==> src/rtl/memory_access_stage_if.sv <==
// Bus between the execution stage, the memory-access stage and write-back.
// The EX-side fields are driven by the master. The MEM-side results are driven
// by the slave, which is the memory_access_stage itself.
interface memory_access_stage_if;
  logic [7:0] ans_ex;
  logic [7:0] B_Bypass;
  logic [3:0] flag_ex;
  logic       mem_en_ex;
  logic       mem_rw_ex;
  logic       mem_mux_sel_ex;
  logic [4:0] RW_ex;
  logic [7:0] wb_data;
  logic [4:0] RW_mem;
  logic [3:0] flag_mem;
  logic       stall_mem;

  modport master (
    output ans_ex, B_Bypass, flag_ex, mem_en_ex, mem_rw_ex, mem_mux_sel_ex, RW_ex,
    input  wb_data, RW_mem, flag_mem, stall_mem
  );

  modport slave (
    input  ans_ex, B_Bypass, flag_ex, mem_en_ex, mem_rw_ex, mem_mux_sel_ex, RW_ex,
    output wb_data, RW_mem, flag_mem, stall_mem
  );
endinterface

==> src/rtl/memory_access_stage.sv <==
// MEM pipeline stage of the 8-bit MIPS pipeline. It holds a DEPTH x 8 data RAM
// and performs loads and stores at address ans_ex. Each access takes
// WAIT_CYCLES extra cycles. While an access is pending the stage stalls
// upstream. Its registered results feed the write-back stage.
module memory_access_stage #(
  parameter int DEPTH       = 256,
  parameter int WAIT_CYCLES = 0
) (
  input logic                  clk,
  input logic                  reset,
  memory_access_stage_if.slave bus
);

  localparam int         AW       = $clog2(DEPTH);
  localparam logic [3:0] WAIT_L   = 4'(WAIT_CYCLES);
  localparam logic       HAS_WAIT = (WAIT_CYCLES != 0);

  typedef enum logic {IDLE = 1'b0, BUSY = 1'b1} state_t;

  state_t     state_q, state_d;
  logic [3:0] cnt_q, cnt_d;

  // Operation captured on entry to BUSY.
  logic [7:0] ans_q, ans_d;
  logic [7:0] data_q, data_d;
  logic [3:0] flag_q, flag_d;
  logic       rw_q, rw_d;
  logic       mux_q, mux_d;
  logic [4:0] dest_q, dest_d;

  // Registered write-back outputs.
  logic [7:0] wb_data_q, wb_data_d;
  logic [4:0] rw_mem_q, rw_mem_d;
  logic [3:0] flag_mem_q, flag_mem_d;

  logic [7:0] ram [DEPTH];

  // In IDLE the live inputs describe the operation. In BUSY the captured copy does.
  logic       idle, start, complete, ram_we;
  logic [7:0] op_ans, op_data, rd_data;
  logic [3:0] op_flag;
  logic       op_rw, op_mux;
  logic [4:0] op_dest;

  assign idle     = (state_q == IDLE);
  assign op_ans   = idle ? bus.ans_ex         : ans_q;
  assign op_data  = idle ? bus.B_Bypass       : data_q;
  assign op_flag  = idle ? bus.flag_ex        : flag_q;
  assign op_rw    = idle ? bus.mem_rw_ex      : rw_q;
  assign op_mux   = idle ? bus.mem_mux_sel_ex : mux_q;
  assign op_dest  = idle ? bus.RW_ex          : dest_q;

  assign start    = idle & bus.mem_en_ex & HAS_WAIT;
  assign complete = (idle & bus.mem_en_ex & ~HAS_WAIT) | (~idle & (cnt_q == 4'd1));
  // The write is gated by reset so that a reset held across the final edge abandons the store.
  assign ram_we   = complete & op_rw & reset;
  assign rd_data  = ram[op_ans[AW-1:0]];

  assign bus.stall_mem = reset & (start | (~idle & (cnt_q != 4'd1)));
  assign bus.wb_data   = wb_data_q;
  assign bus.RW_mem    = rw_mem_q;
  assign bus.flag_mem  = flag_mem_q;

  // State register: FSM, wait counter, captured operation and outputs.
  always_ff @(posedge clk or negedge reset) begin
    // NOTE: sequential state uses non-blocking assignments so that every flop samples pre-edge values.
    if (!reset) begin
      state_q    <= IDLE;
      cnt_q      <= '0;
      ans_q      <= '0;
      data_q     <= '0;
      flag_q     <= '0;
      rw_q       <= 1'b0;
      mux_q      <= 1'b0;
      dest_q     <= '0;
      wb_data_q  <= '0;
      rw_mem_q   <= '0;
      flag_mem_q <= '0;
    end else begin
      state_q    <= state_d;
      cnt_q      <= cnt_d;
      ans_q      <= ans_d;
      data_q     <= data_d;
      flag_q     <= flag_d;
      rw_q       <= rw_d;
      mux_q      <= mux_d;
      dest_q     <= dest_d;
      wb_data_q  <= wb_data_d;
      rw_mem_q   <= rw_mem_d;
      flag_mem_q <= flag_mem_d;
    end
  end

  // Data RAM write port. The read is asynchronous, so a load sees pre-edge contents.
  always_ff @(posedge clk) begin
    // NOTE: the RAM array has no reset; its contents survive a reset.
    if (ram_we) ram[op_ans[AW-1:0]] <= op_data;
  end

  // Next-state logic: enter BUSY with WAIT_CYCLES counts, and leave BUSY when the count reaches 1.
  always_comb begin
    // NOTE: defaults first, so that no path through the block infers a latch.
    state_d = state_q;
    cnt_d   = cnt_q;
    unique case (state_q)
      IDLE: if (start) begin
        state_d = BUSY;
        cnt_d   = WAIT_L;
      end
      BUSY: if (cnt_q == 4'd1) begin
        state_d = IDLE;
        cnt_d   = '0;
      end else begin
        cnt_d = cnt_q - 4'd1;
      end
      default: ;
    endcase
  end

  // Output logic: capture the operation while IDLE, then produce the pass-through, bubble or completion result.
  always_comb begin
    ans_d      = ans_q;
    data_d     = data_q;
    flag_d     = flag_q;
    rw_d       = rw_q;
    mux_d      = mux_q;
    dest_d     = dest_q;
    wb_data_d  = wb_data_q;
    rw_mem_d   = rw_mem_q;
    flag_mem_d = flag_mem_q;
    if (idle) begin
      ans_d  = bus.ans_ex;
      data_d = bus.B_Bypass;
      flag_d = bus.flag_ex;
      rw_d   = bus.mem_rw_ex;
      mux_d  = bus.mem_mux_sel_ex;
      dest_d = bus.RW_ex;
    end
    if (idle && !bus.mem_en_ex) begin
      wb_data_d  = bus.ans_ex;
      rw_mem_d   = bus.RW_ex;
      flag_mem_d = bus.flag_ex;
    end else if (complete) begin
      wb_data_d  = (!op_rw && op_mux) ? rd_data : op_ans;
      rw_mem_d   = op_rw ? 5'd0 : op_dest;
      flag_mem_d = op_flag;
    end else begin
      rw_mem_d = '0;
    end
  end

endmodule
==> src/flat_wrapper.sv <==
// flat-port wrapper written by rule: the top's interface ports become plain ports
module memory_access_stage_flat 
#(
  parameter int DEPTH       = 256,
  parameter int WAIT_CYCLES = 0
)
  (clk, reset, bus_ans_ex, bus_B_Bypass, bus_flag_ex, bus_mem_en_ex, bus_mem_rw_ex, bus_mem_mux_sel_ex, bus_RW_ex, bus_wb_data, bus_RW_mem, bus_flag_mem, bus_stall_mem);
  memory_access_stage_if bus_i ();
  input logic clk;
  input logic reset;
  input wire logic [$bits(bus_i.ans_ex)-1:0] bus_ans_ex;
  input wire logic [$bits(bus_i.B_Bypass)-1:0] bus_B_Bypass;
  input wire logic [$bits(bus_i.flag_ex)-1:0] bus_flag_ex;
  input wire logic [$bits(bus_i.mem_en_ex)-1:0] bus_mem_en_ex;
  input wire logic [$bits(bus_i.mem_rw_ex)-1:0] bus_mem_rw_ex;
  input wire logic [$bits(bus_i.mem_mux_sel_ex)-1:0] bus_mem_mux_sel_ex;
  input wire logic [$bits(bus_i.RW_ex)-1:0] bus_RW_ex;
  output wire logic [$bits(bus_i.wb_data)-1:0] bus_wb_data;
  output wire logic [$bits(bus_i.RW_mem)-1:0] bus_RW_mem;
  output wire logic [$bits(bus_i.flag_mem)-1:0] bus_flag_mem;
  output wire logic [$bits(bus_i.stall_mem)-1:0] bus_stall_mem;
  assign bus_i.ans_ex = bus_ans_ex;
  assign bus_i.B_Bypass = bus_B_Bypass;
  assign bus_i.flag_ex = bus_flag_ex;
  assign bus_i.mem_en_ex = bus_mem_en_ex;
  assign bus_i.mem_rw_ex = bus_mem_rw_ex;
  assign bus_i.mem_mux_sel_ex = bus_mem_mux_sel_ex;
  assign bus_i.RW_ex = bus_RW_ex;
  assign bus_wb_data = bus_i.wb_data;
  assign bus_RW_mem = bus_i.RW_mem;
  assign bus_flag_mem = bus_i.flag_mem;
  assign bus_stall_mem = bus_i.stall_mem;
  memory_access_stage #(.DEPTH(DEPTH), .WAIT_CYCLES(WAIT_CYCLES)) u_core (.clk(clk), .reset(reset), .bus(bus_i));
endmodule
==> config.mk <==
export PLATFORM = sky130hd
export DESIGN_NAME = memory_access_stage_flat
export DESIGN_NICKNAME = d
export VERILOG_FILES = /design/src/rtl/memory_access_stage_if.sv /design/src/rtl/memory_access_stage.sv /design/src/flat_wrapper.sv
export SDC_FILE = /design/constraint.sdc
export NUM_CORES = 2
export LEC_CHECK = 0
export ABC_AREA = 1
export CORE_UTILIZATION = 45
export DETAILED_ROUTE_END_ITERATION = 6
export PLACE_DENSITY = 0.62
export RECOVER_POWER = 50
export SLEW_MARGIN = 20
export SYNTH_ARGS = -nofsm -noshare
export SYNTH_HDL_FRONTEND = slang
export SYNTH_SLANG_ARGS = --single-unit
export TNS_END_PERCENT = 20
==> constraint.sdc <==
create_clock -name clk -period 7.1 [get_ports clk]
set_input_delay 1.065 -clock clk [delete_from_list [all_inputs] [get_ports clk]]
set_output_delay 1.065 -clock clk [all_outputs]
set_load 0.02 [all_outputs]
# ---- Yosys cells after proc, flatten, opt, wreduce, memory -nomap -nowiden
# Memory sizes are Yosys's and may differ from the RTL's.
# Cells that the tools add are included.
dict set report word_totals {
  register_bits 49
  n_memories 1
  mem_bits_rw 2048
  inputBits 30
}
dict set report classes {
  bitwise_logic 8
  n_addsub 1
  n_eq_ne 2
  n_reduce_logical 5
  n_mux 20
}
# memory words word_bits read_ports rd_clocked_by_memory_dff write_ports line_no
set mem_list {}
lappend mem_list {u_core.ram 256 8 1 0 1 memory_access_stage.sv:36} ;# logic [7:0] ram [DEPTH];
# operator n
set op_table {}
lappend op_table {{two-way mux 8 bit} 5}
lappend op_table {{two-way mux 4 bit} 5}
lappend op_table {{two-way mux 5 bit} 4}
lappend op_table {{AND 1 bit} 6}
lappend op_table {{two-way mux 1 bit} 5}
lappend op_table {{equality test 4 x 1 -> 1 bit (second input constant)} 1}
lappend op_table {{!= test 4 x 1 -> 1 bit (second input constant)} 1}
lappend op_table {{subtractor 4 x 1 -> 4 bit (second input constant)} 1}
lappend op_table {{logical AND 1 bit} 2}
lappend op_table {{zero test 1 bit} 2}
lappend op_table {{one-hot mux 1 bit (2 select lines)} 1}
lappend op_table {{nonzero test 2 bit} 1}
lappend op_table {{inverter 1 bit} 1}
lappend op_table {{OR 1 bit} 1}

# ---- Logic depth before layout (Yosys ltp)
dict set report depth {
  word_depth 7
  ltp_mapped 23
}

# ---- Worst setup path before layout
# No wires, ideal clock.
dict set report synth_path {
  path_kind {input -> register}
  from {in bus_B_Bypass[0]}
  to {mem u_core.ram[0][0], data pin}
  arrival_ns 4.171
  path_slack_ns 2.105
  n_path_buf 0
  path_stages 2
  required_time_ns 6.275
  cell_sequence {nand2_1 > nand2_1}
}
dict set report synth_between {
  elab_chain_len 1
}
# item line_no
set synth_lines {}
lappend synth_lines {{start: declaration} flat_wrapper.sv:12} ;# input wire logic [$bits(bus_i.B_Bypass)-1:0] bus_B_Bypass;
lappend synth_lines {{two-way mux 8 bit} memory_access_stage.sv:47} ;# assign op_data = idle ? bus.B_Bypass : data_q;
lappend synth_lines {{end: declaration} memory_access_stage.sv:36}
# Every way passes these cells.

# ---- Worst setup path in the final report
dict set report layout_path {
  from {reg u_core.state_q}
  to {mem u_core.ram[122][3], data pin}
}
dict set report layout_between {
  elab_chain_len 1
}
# item line_no
set layout_lines {}
lappend layout_lines {{start: declaration} memory_access_stage.sv:20} ;# state_t state_q, state_d;
lappend layout_lines {{start signal: assignment} memory_access_stage.sv:80} ;# state_q <= state_d;
lappend layout_lines {{two-way mux 8 bit} memory_access_stage.sv:47}
# Every way passes these cells.

==> summary.txt <==
Drt
  • 1st-iter DRT viols: 6,352
  • Post-DRT Antenna Nets: 0
  • DR vias/cell: 5.44
  • Routed WL: 249,000 µm
  • Wire length per cell: 23.7 µm
  • Detailed-route via count: 57,100
  • # DRC: 0
  • Router iterations before antenna repair: 6

Global route
  • Total GRT Usage: 25.7%
  • Largest net degree at the start of global routing: 156
  • Number of global-route vias before repair: 55,300
  • Initial antenna violation count: 6
  • Grt ovf: 0
  • First-pass GRT wire length: 365,000 µm

Clock network
  • Hold_buf cts: 0
  • Clock Path Buffers: 3
  • Post_cts resized: 0
  • Clock slew at the register clock pins of the worst setup and hold paths: 60 ps
  • Clock sinks: 2,097
  • CTS tree: done
  • H-tree depth: 4
  • Num CTS Buffers: 209
  • CTS root buffer: clkbuf_16
  • Worst-Skew Late Latency: 830 ps
  • Setup bufs post-CTS: 0

Logic synthesis
  • Top_reg_cell synth: edfxtp_1
  • Cells after synthesis: 7,867
  • Ys async rst share: under 10%
  • Sequential area share after synthesis: 73.0%
  • Syn_area_per_cell: 10.9 µm²
  • Synth unique cells: 35
  • Synthesis Warnings: 0
  • Mapped cell area: 85,900 µm²
  • Yosys reg bits: 2,097
  • Number of flops mapped to enable cells by yosys: just over 2,000
  • Syn_nets: between 7,000 and 8,000

Timing
  • Fin. max-slew vios: 762
  • Crit path time final: roughly 5800 ps
  • Max-slew headroom at the worst pin: -106%
  • Final Cycle Share: 81.8%
  • Worst slew pin tran: 3100 ps
  • Worst slack on hold paths: 474 ps
  • Endpoints failing setup: 0
  • Achievable frequency: between 150 and 200 MHz
  • Final hold violation count: 0
  • Worst Clk Skew: 30.1 ps
  • RSZ-0062 raised after global routing: no
  • Setup TNS: 0 ps

Floorplan
  • Cell row count: between 150 and 200
  • DIE AREA: 193,000 µm²
  • Initial Utilization: 45.5%
  • Die Wd: roughly 440 µm
  • Placeable core region: 189,000 µm²
  • Die height: 439 µm
  • Num ports: 48

Cells and area
  • Final instance area: between 90,000 and 100,000 µm²
  • Final Core Density: 50.4%
  • Layout area overhead: 10.7%
  • Nets@finish: between 7,000 and 8,000
  • Non-Filler Instances: 10,500
  • Fillers: between 15,000 and 20,000
  • Share of layout cells above drive strength 1: 5.23%
  • Area of the multi-input gates: 21,100 µm²
  • FF/Latch Area: around 63,000 µm²

Pwr
  • P_leak: roughly 36 nW
  • Reg power frac: 53.1%
  • Switching share of total power: between 20% and 30%
  • Peak VDD IR: 0.207 mV
  • Logic pwr share: 6.0%
  • PwrDens: 270 nW/µm²
  • Power share of the clock group: about two fifths
  • Switching power: approximately 5.8 mW
  • P_int: 19.9 mW

Placement
  • Placed inst area: 88,800 µm²
  • Dpl cells: 10,100
  • Dpl hpwl: 139,000 µm
  • Placer Congestion: slightly above 0.9
  • Buffers on Ports: 47

Setup path
  • CP max stage delay: 1580 ps
  • Crit. End Element: register
  • Cell at the slowest stage of the critical path: nand2_1
  • R2r setup slk: 1290 ps
  • WS Path Type: reg2reg
  • Crit-path cells: clkbuf_1 -> nand2_1 -> nand2_1 -> clkbuf_2
  • CP arrival: 6180 ps
  • Crit Path Max Fanout: 67
  • Worst path most repeated cell: nand2_1
  • Worst reg2reg startpoint: u_core.state_q$_DFF_PN0_
  • Reg2Reg Capture Point: u_core.ram[122][3]$_DFFE_PP_
  • Worst Setup Start Kind: register
  • Worst endpoint required time: 7470 ps
  • Reg2reg path depth: 4

Hold path
  • Hold path depth: 2
  • Hold Path Class: reg2reg
  • Min-delay src: u_core.flag_q[2]$_DFF_PN0_
  • Worst Hold Path EP: u_core.flag_q[2]$_DFF_PN0_

Run
  • Max-cap violations: 14

Outcome
  • Status: finished with violations
  • Violated checks: capacitance limit, slew limit
==> power by group through the flow <==
stage | Sequential, mW | Combinational (mW) | Clock [mW]
2_1_floorplan | 13.9 | 0.845 | 0
3_3_place_gp | 13.9 | 1.52 | 0
3_5_place_dp | 13.9 | 1.53 | 0
4_1_cts | 13.6 | 1.53 | 10.6
5_1_grt | 13.6 | 1.65 | 11.1
6_report | 13.6 | 1.54 | 10.5
==> critical path: cells and delay by family, from the launching register on <==
kind          cells  cell delay [ps]
buf+inv           2             2460
simple gates      2             1690
flops             1             1080
==> state kept, by name, summed over array words and instances, names as in the netlist, 4 cells and up <==
register / flops
u_core.bus.flag_mem: 4
u_core.cnt_q: 4
u_core.dest_q: 5
u_core.bus.RW_mem: 5
u_core.flag_q: 4
u_core.data_q: 8
u_core.ans_q: 8
u_core.bus.wb_data: 8
u_core.ram: 2048
==> area by class of cell <==
class,instances,share of cell area (%)
Antenna cell,3,0.00789
Clock buffer,281,5.96
Clock inverter,99,0.771
Inverter,43,0.175
Multi-Input combinational cell,5321,22.2
Sequential cell,2097,66.0
Tap cell,2495,3.28
Timing Repair Buffer,154,1.67
==> cell families after synthesis <==
| group | count (synthesis) | synth area share (%) |
|---|---|---|
| xor+xnor | 1 | 0.0102 |
| flops | 2097 | 73.0 |
| buf+inv | 449 | 2.51 |
| simple gates | 5127 | 23.2 |
| fa+ha+maj | 2 | 0.0291 |
| compound gates | 191 | 1.23 |
==> metrics by stage <==
stage / setup slack [ps] / power, mW
5_1_grt: 1050 / 26.4
4_1_cts: 2250 / 25.7
3_3_place_gp: 1700 / 15.4
2_1_floorplan: 2100 / 14.8
6_report: 1290 / 25.7
3_5_place_dp: 1600 / 15.4
==> layer usage <==
layer | share of wire, % | vias to the layer above | routed length (µm) | track usage, %
met1 | 41 | 28000 | 101000 | 34.9
met2 | 47 | 2612 | 116000 | 41.1
met4 | 4.1 | 0 | 10100 | 10.0
met3 | 8.7 | 430 | 21700 | 4.51
met5 | 0 | - | 0 | 0
li1 | - | 26100 | - | -
==> worst max-delay path by stage <==
stage                                   from                            to  slack (ps)  cells past startpoint
CTS                 u_core.state_q$_DFF_PN0_  u_core.ram[178][6]$_DFFE_PP_        2250                      7
floorplan                    bus_B_Bypass[0]    u_core.ram[0][0]$_DFFE_PP_        2100                      2
global placement               bus_ans_ex[5]  u_core.ram[202][5]$_DFFE_PP_        1700                     10
detailed placement             bus_ans_ex[5]  u_core.ram[202][6]$_DFFE_PP_        1600                     10
global route        u_core.state_q$_DFF_PN0_  u_core.ram[114][3]$_DFFE_PP_        1050                      4
finish              u_core.state_q$_DFF_PN0_  u_core.ram[122][3]$_DFFE_PP_        1290                      4
==> cell usage after synthesis (2+ instances only) <==
cell | instances | share of area (%)
nor2_2 | 4 | 0.029
a31oi_1 | 5 | 0.036
and2_1 | 2 | 0.015
or2_2 | 2 | 0.015
nand2_4 | 4 | 0.052
inv_1 | 36 | 0.16
buf_6 | 9 | 0.12
buf_2 | 268 | 1.6
inv_2 | 4 | 0.017
o21ai_1 | 36 | 0.21
nand2_1 | 4225 | 18
a21oi_1 | 56 | 0.33
nand4_1 | 25 | 0.18
edfxtp_1 | 2048 | 72
o21a_1 | 7 | 0.061
o22ai_1 | 6 | 0.044
o21ai_0 | 59 | 0.34
nor2_4 | 11 | 0.14
o21bai_1 | 3 | 0.026
nor2_1 | 485 | 2.1
ha_1 | 2 | 0.029
dfrtp_1 | 49 | 1.4
buf_1 | 29 | 0.13
nand2_2 | 2 | 0.015
clkinv_1 | 2 | 0.0087
nand3_1 | 366 | 2.1
buf_4 | 17 | 0.15
a22oi_1 | 16 | 0.14
clkbuf_1 | 83 | 0.36
==> cell usage in the layout, fill, tap and decap left out, types with 8 or more instances in the layout <==
| cell type | instances |
|---|---|
| o21ai_0 | 60 |
| buf_4 | 65 |
| edfxtp_1 | 2048 |
| inv_1 | 36 |
| clkinv_2 | 32 |
| nor2_1 | 486 |
| clkinv_1 | 50 |
| clkbuf_16 | 215 |
| o21ai_1 | 35 |
| nand4_1 | 25 |
| clkdlybuf4s50_1 | 29 |
| a22oi_1 | 16 |
| buf_12 | 29 |
| bufinv_16 | 10 |
| nor2_4 | 13 |
| dlygate4sd3_1 | 17 |
| dfrtp_1 | 49 |
| nand2_1 | 4208 |
| o21a_1 | 8 |
| nand2_2 | 15 |
| clkbuf_1 | 69 |
| nand3_1 | 366 |
| a21oi_1 | 56 |
No activity file was read; power rests on OpenSTA's default activity.
